[config.mk]
export PLATFORM = sky130hd
export DESIGN_NAME = dm_arbiter
export DESIGN_NICKNAME = d
export VERILOG_FILES = /design/src/rtl/dm_arb_pkg.sv /design/src/rtl/dm_arb_starve_cnt.sv /design/src/rtl/dm_arbiter.sv
export SDC_FILE = /design/constraint.sdc
export NUM_CORES = 1
export LEC_CHECK = 0
export CAP_MARGIN = 20
export CORE_ASPECT_RATIO = 0.7
export CORE_MARGIN = 1
export CORE_UTILIZATION = 19
export CTS_CLUSTER_SIZE = 12
export DETAILED_ROUTE_END_ITERATION = 8
export GPL_TIMING_DRIVEN = 0
export PLACE_DENSITY = 0.87
export SLEW_MARGIN = 20
export SYNTH_ARGS = -nofsm -noshare
export SYNTH_HDL_FRONTEND = slang
export SYNTH_SLANG_ARGS = --single-unit
[constraint.sdc]
create_clock -name clk -period 2.6 [get_ports clk]
set_input_delay 0.78 -clock clk [delete_from_list [all_inputs] [get_ports clk]]
set_output_delay 0.78 -clock clk [all_outputs]
set_load 0.005 [all_outputs]
[src/rtl/dm_arb_pkg.sv]
// Shared encodings and default constants for the data-memory arbiter.
package dm_arb_pkg;

    localparam int DEF_DMA_SIZE     = 16;
    localparam int DEF_DMD_SIZE     = 16;
    localparam int DEF_STARVE_LIMIT = 8;
    localparam int CNT_W            = 8;

    typedef enum logic [1:0] {
        IDLE  = 2'd0,
        CORE  = 2'd1,
        DMA   = 2'd2,
        FORCE = 2'd3
    } arb_state_t;

endpackage

[src/rtl/dm_arb_starve_cnt.sv]
// Starvation counter: counts core-won cycles while DMA waits, saturating at limit.
module dm_arb_starve_cnt
    import dm_arb_pkg::*;
(
    input  logic             clk,
    input  logic             reset,
    input  logic             inc,
    input  logic             clr,
    input  logic [CNT_W-1:0] limit,
    output logic             hit
);

    logic [CNT_W-1:0] cnt_r;
    logic [CNT_W-1:0] cnt_nxt_s;

    // Next count: clear wins, otherwise increment until saturated at limit.
    always_comb begin
        cnt_nxt_s = cnt_r;
        if (clr) begin
            cnt_nxt_s = {CNT_W{1'b0}};
        end else if (inc && (cnt_r != limit)) begin
            cnt_nxt_s = cnt_r + {{(CNT_W-1){1'b0}}, 1'b1};
        end else begin
            cnt_nxt_s = cnt_r;
        end
    end

    // Count register.
    always_ff @(posedge clk or posedge reset) begin
        if (reset) begin
            cnt_r <= {CNT_W{1'b0}};
        end else begin
            cnt_r <= cnt_nxt_s;
        end
    end

    // hit looks at the next value so FORCE is entered in the following cycle.
    assign hit = (cnt_nxt_s == limit);

endmodule

[src/rtl/dm_arbiter.sv]
// Core/DMA data-memory arbiter with core priority.
// Starvation protection (counter, FORCE state, arb_stallb) only with DM_ARB_STARVE_PROTECT_EN.
module dm_arbiter
    import dm_arb_pkg::*;
#(
    parameter int DMA_SIZE     = DEF_DMA_SIZE,
    parameter int DMD_SIZE     = DEF_DMD_SIZE,
    parameter int STARVE_LIMIT = DEF_STARVE_LIMIT
) (
    input  logic                clk,
    input  logic                reset,
    input  logic                ps_dm_cslt,
    input  logic                ps_dm_wrb,
    input  logic [DMA_SIZE-1:0] dg_dm_add,
    input  logic [DMD_SIZE-1:0] bc_dt,
    input  logic                dma_req,
    input  logic                dma_wrb,
    input  logic [DMA_SIZE-1:0] dma_add,
    input  logic [DMD_SIZE-1:0] dma_wdt,
    output logic                arb_dm_cslt,
    output logic                arb_dm_wrb,
    output logic [DMA_SIZE-1:0] arb_dm_add,
    output logic [DMD_SIZE-1:0] arb_dm_wdt,
    input  logic [DMD_SIZE-1:0] dm_arb_dt,
    output logic                dma_gnt,
    output logic                dma_rvalid,
    output logic [DMD_SIZE-1:0] dma_rdata,
    output logic                arb_stallb
);

    arb_state_t state_r;
    logic       force_s;
    logic       go_force_s;
    logic       core_gnt_s;
    logic       dma_gnt_s;
    logic       rvalid_r;

`ifdef DM_ARB_STARVE_PROTECT_EN
    logic hit_s;
    logic stallb_r;

    dm_arb_starve_cnt u_starve_cnt (
        .clk   (clk),
        .reset (reset),
        .inc   (dma_req && core_gnt_s),
        .clr   (dma_gnt_s || !dma_req),
        .limit (CNT_W'(STARVE_LIMIT)),
        .hit   (hit_s)
    );

    assign force_s    = (state_r == FORCE);
    assign go_force_s = hit_s && dma_req && !force_s;
    assign arb_stallb = stallb_r;

    // One-cycle core stall coinciding with the FORCE cycle.
    always_ff @(posedge clk or posedge reset) begin
        if (reset) begin
            stallb_r <= 1'b1;
        end else begin
            stallb_r <= !go_force_s;
        end
    end
`else
    assign force_s    = 1'b0;
    assign go_force_s = 1'b0;
    assign arb_stallb = 1'b1;
`endif

    // Grant decision; nothing is granted while reset is held.
    always_comb begin
        core_gnt_s = 1'b0;
        dma_gnt_s  = 1'b0;
        if (reset) begin
            core_gnt_s = 1'b0;
            dma_gnt_s  = 1'b0;
        end else begin
            core_gnt_s = ps_dm_cslt && !force_s;
            dma_gnt_s  = dma_req && (!ps_dm_cslt || force_s);
        end
    end

    // Memory-side mux of the granted requester's fields.
    always_comb begin
        arb_dm_cslt = 1'b0;
        arb_dm_wrb  = 1'b1;
        arb_dm_add  = {DMA_SIZE{1'b0}};
        arb_dm_wdt  = {DMD_SIZE{1'b0}};
        if (core_gnt_s) begin
            arb_dm_cslt = 1'b1;
            arb_dm_wrb  = ps_dm_wrb;
            arb_dm_add  = dg_dm_add;
            arb_dm_wdt  = bc_dt;
        end else if (dma_gnt_s) begin
            arb_dm_cslt = 1'b1;
            arb_dm_wrb  = dma_wrb;
            arb_dm_add  = dma_add;
            arb_dm_wdt  = dma_wdt;
        end else begin
            arb_dm_cslt = 1'b0;
            arb_dm_wrb  = 1'b1;
        end
    end

    // Arbitration state and DMA read-return flag.
    always_ff @(posedge clk or posedge reset) begin
        if (reset) begin
            state_r  <= IDLE;
            rvalid_r <= 1'b0;
        end else begin
            rvalid_r <= dma_gnt_s && dma_wrb;
            if (go_force_s) begin
                state_r <= FORCE;
            end else if (ps_dm_cslt) begin
                state_r <= CORE;
            end else if (dma_req) begin
                state_r <= DMA;
            end else begin
                state_r <= IDLE;
            end
        end
    end

    assign dma_gnt    = dma_gnt_s;
    assign dma_rvalid = rvalid_r;
    assign dma_rdata  = rvalid_r ? dm_arb_dt : {DMD_SIZE{1'b0}};

endmodule
==> flow_summary_export.csv <==
group,metric,value,unit
run_status,status,"complete, no violations",
timing,fmax,390,MHz
floorplan,start_util,20.9,%
cells_and_area,area_growth,228,%
drt,drt_wl_total,4.39,mm
cells_and_area,fin_area,0.00202,mm2
floorplan,dieArea,0.00348,mm2
cells_and_area,fin_nets,314,
drt,viasPerCell,4.89,
floorplan,die_h,49.6,um
floorplan,core_area,0.00294,mm2
cells_and_area,drive_gt1_share,29.2,%
critical_path,path_class,"input port to output port",
floorplan,die_w,70.0,um
drt,avgRoutedWirePerCell,16.8,um
timing,finalHoldViolations,0,
pwr,p_leak,0.964,nW
global_route,grt_pass1_wl,6.84,mm
critical_path,worst_ep_arrival_time,1.78,ns
synth,syn_nets,159,
cells_and_area,regArea,25.0,um2
floorplan,ios,139,
timing,period_needed,2.56,ns
clock_network,clk_pin_slew,0,ns
critical_path,crit_path_end,"arb_dm_wdt[13]",
critical_path,crit_slowest_cell,"a32o_1",
cells_and_area,post-route-util,68.7,%
critical_path,startpoint,"dma_req",
cells_and_area,multi_input_area,483,um2
timing,rsz0062_at_grt,"false",
timing,layout_worst_path_cycle_share,98.5,%
flow_run,drv_cap,0,
hold_path,hold_path_class,"input port to async pin",
timing,drv_slew,0,
placed_design,post_dp_cell_area,0.00203,mm2
synth,netlist_top_cells_area,"a32o_1 52%, and2_1 17%, buf_6 13%",
critical_path,cp_max_fo,7,
critical_path,required,1.82,ns
placed_design,io_buffers,137,
critical_path,end_kind,"output port",
cells_and_area,final_cell_mix,"84 x clkdlybuf4s50_1, 32 x a32o_1, 26 x buf_2, 17 x and2_1, 17 x dlygate4sd2_1",
timing,layout_setup_ws,0.0391,ns
critical_path,slowest_delay,0.26,ns
global_route,grt_start_max_net_pins,11,
timing,fin_setup_tns,0,ns
critical_path,critical_path.top_delay_family,"buffers and inverters",
timing,setup_viol,0,
synth,netlist_instances,73,
placed_design,hpwlAfterDp,3.37,mm
synth,avgSynthCellArea,8.43,um2
global_route,grtUsageTotal,24.6,%
pwr,cellPowerDensity,151,mW/mm2
critical_path,start_kind,"input port",
placed_design,routabilityCongestion,0.794,
cells_and_area,largest_reg_flops,1,
pwr,ir_drop,0.0000694,V
critical_path,crit_top_cell,"buf_2",
cells_and_area,final_common_cell,"clkdlybuf4s50_1",
synth,yosysWarningCount,0,
cells_and_area,num_antenna_cells,0,
global_route,antenna_found_initial,0,
critical_path,critPathBufInv,5,
drt,drc,0,
placed_design,pre_cts_ws,-0.596,ns
synth,synth-seq-area-share,4.07,%
synth,synth_area_leader_cell,"a32o_1",
drt,drt_iter0_drc,47,
synth,yosys.area.top_type_share,52.0,%
cells_and_area,fill_cells,256,
critical_path,crit_path_cell_trace,"buf_2 -> nor2b_4 -> buf_6 -> buf_8 -> buf_4 -> a32o_1 -> buf_2",
drt,vias,1280,
synth,ys_ff_latch,1,
drt,antenna_left,0,
critical_path,crit_cells,7,
synth,synth_cell_type_count,14,
drt,drt_first_pass_iters,4,
pwr,power.total,0.305,mW
global_route,grt_pass1_vias,1318,
floorplan,fp-row-count,16,
global_route,grt_overflow,0,
synth,syn_area,616,um2
==> routing by layer <==
| metal | GRT usage (%) | wire (um) | vias up |
|---|---|---|---|
| met1 | 28.6 | 1780 | 595 |
| met5 | 0 | 0 | - |
| met2 | 48.2 | 2260 | 66 |
| li1 | - | - | 609 |
| met3 | 2.25 | 253 | 10 |
| met4 | 6.33 | 93 | 0 |
==> repair_timing <==
action	CTS	global route
pin swaps	4	0
hold buffers	0	0
buffers inserted	15	0
gates resized for setup	152	12
endpoints found under the setup margin	51	14
cloned	2	0
==> through the flow <==
step                      instances  hold slack (ns)
after floorplan                  73            0.698
after global placement          246             1.31
after detailed placement        246             1.32
after CTS                       263            0.922
after global routing            262            0.982
final                           262            0.934
==> area by class of cell <==
cell class	count	area share (%)
inverters	2	0.371
repair buffers	154	66.5
plain buffers	12	5.75
multi-input cells	57	23.9
flip-flops and latches	1	1.24
well taps	36	2.23
==> kinds of logic (layout without fill, tap and decap cells) <==
family	after synthesis	count (layout)	share of synthesized area, %
AO/OA/AOI/OAI	33	33	54.1
buffers and inverters	15	168	19.1
AND/OR/NAND/NOR	23	23	22.2
flip-flops	1	1	4.06
other	1	1	0.609
==> worst min-delay path, cell delays in order <==
cell	delay, ns
buf_2	0.13
inv_2	0.13
buf_2	0.23
==> power breakdown <==
group / total (mW) / internal [mW] / switching [mW]
Clock: 0 / 0 / 0
Combinational: 0.288 / 0.199 / 0.0886
Sequential: 0.0169 / 0.0162 / 0.000693
==> cell usage after synthesis <==
master / count
a22oi_2: 1
a32o_1: 32
and2_1: 17
and3_1: 1
buf_2: 4
buf_4: 1
buf_6: 7
clkbuf_1: 1
conb_1: 1
dfrtp_1: 1
inv_1: 1
inv_2: 1
nor2_1: 3
nor2b_1: 2
==> how the worst min path moves through the flow <==
stage	endpoint	from	slack [ns]
5_1_grt	dma_rvalid$_DFF_PP0_	reset	0.98
4_1_cts	dma_rvalid$_DFF_PP0_	reset	0.92
2_1_floorplan	dma_rvalid$_DFF_PP0_	reset	0.70
3_5_place_dp	dma_rvalid$_DFF_PP0_	reset	1.32
3_3_place_gp	dma_rvalid$_DFF_PP0_	reset	1.31
6_report	dma_rvalid$_DFF_PP0_	reset	0.93
(Power assumes the default switching activity.)
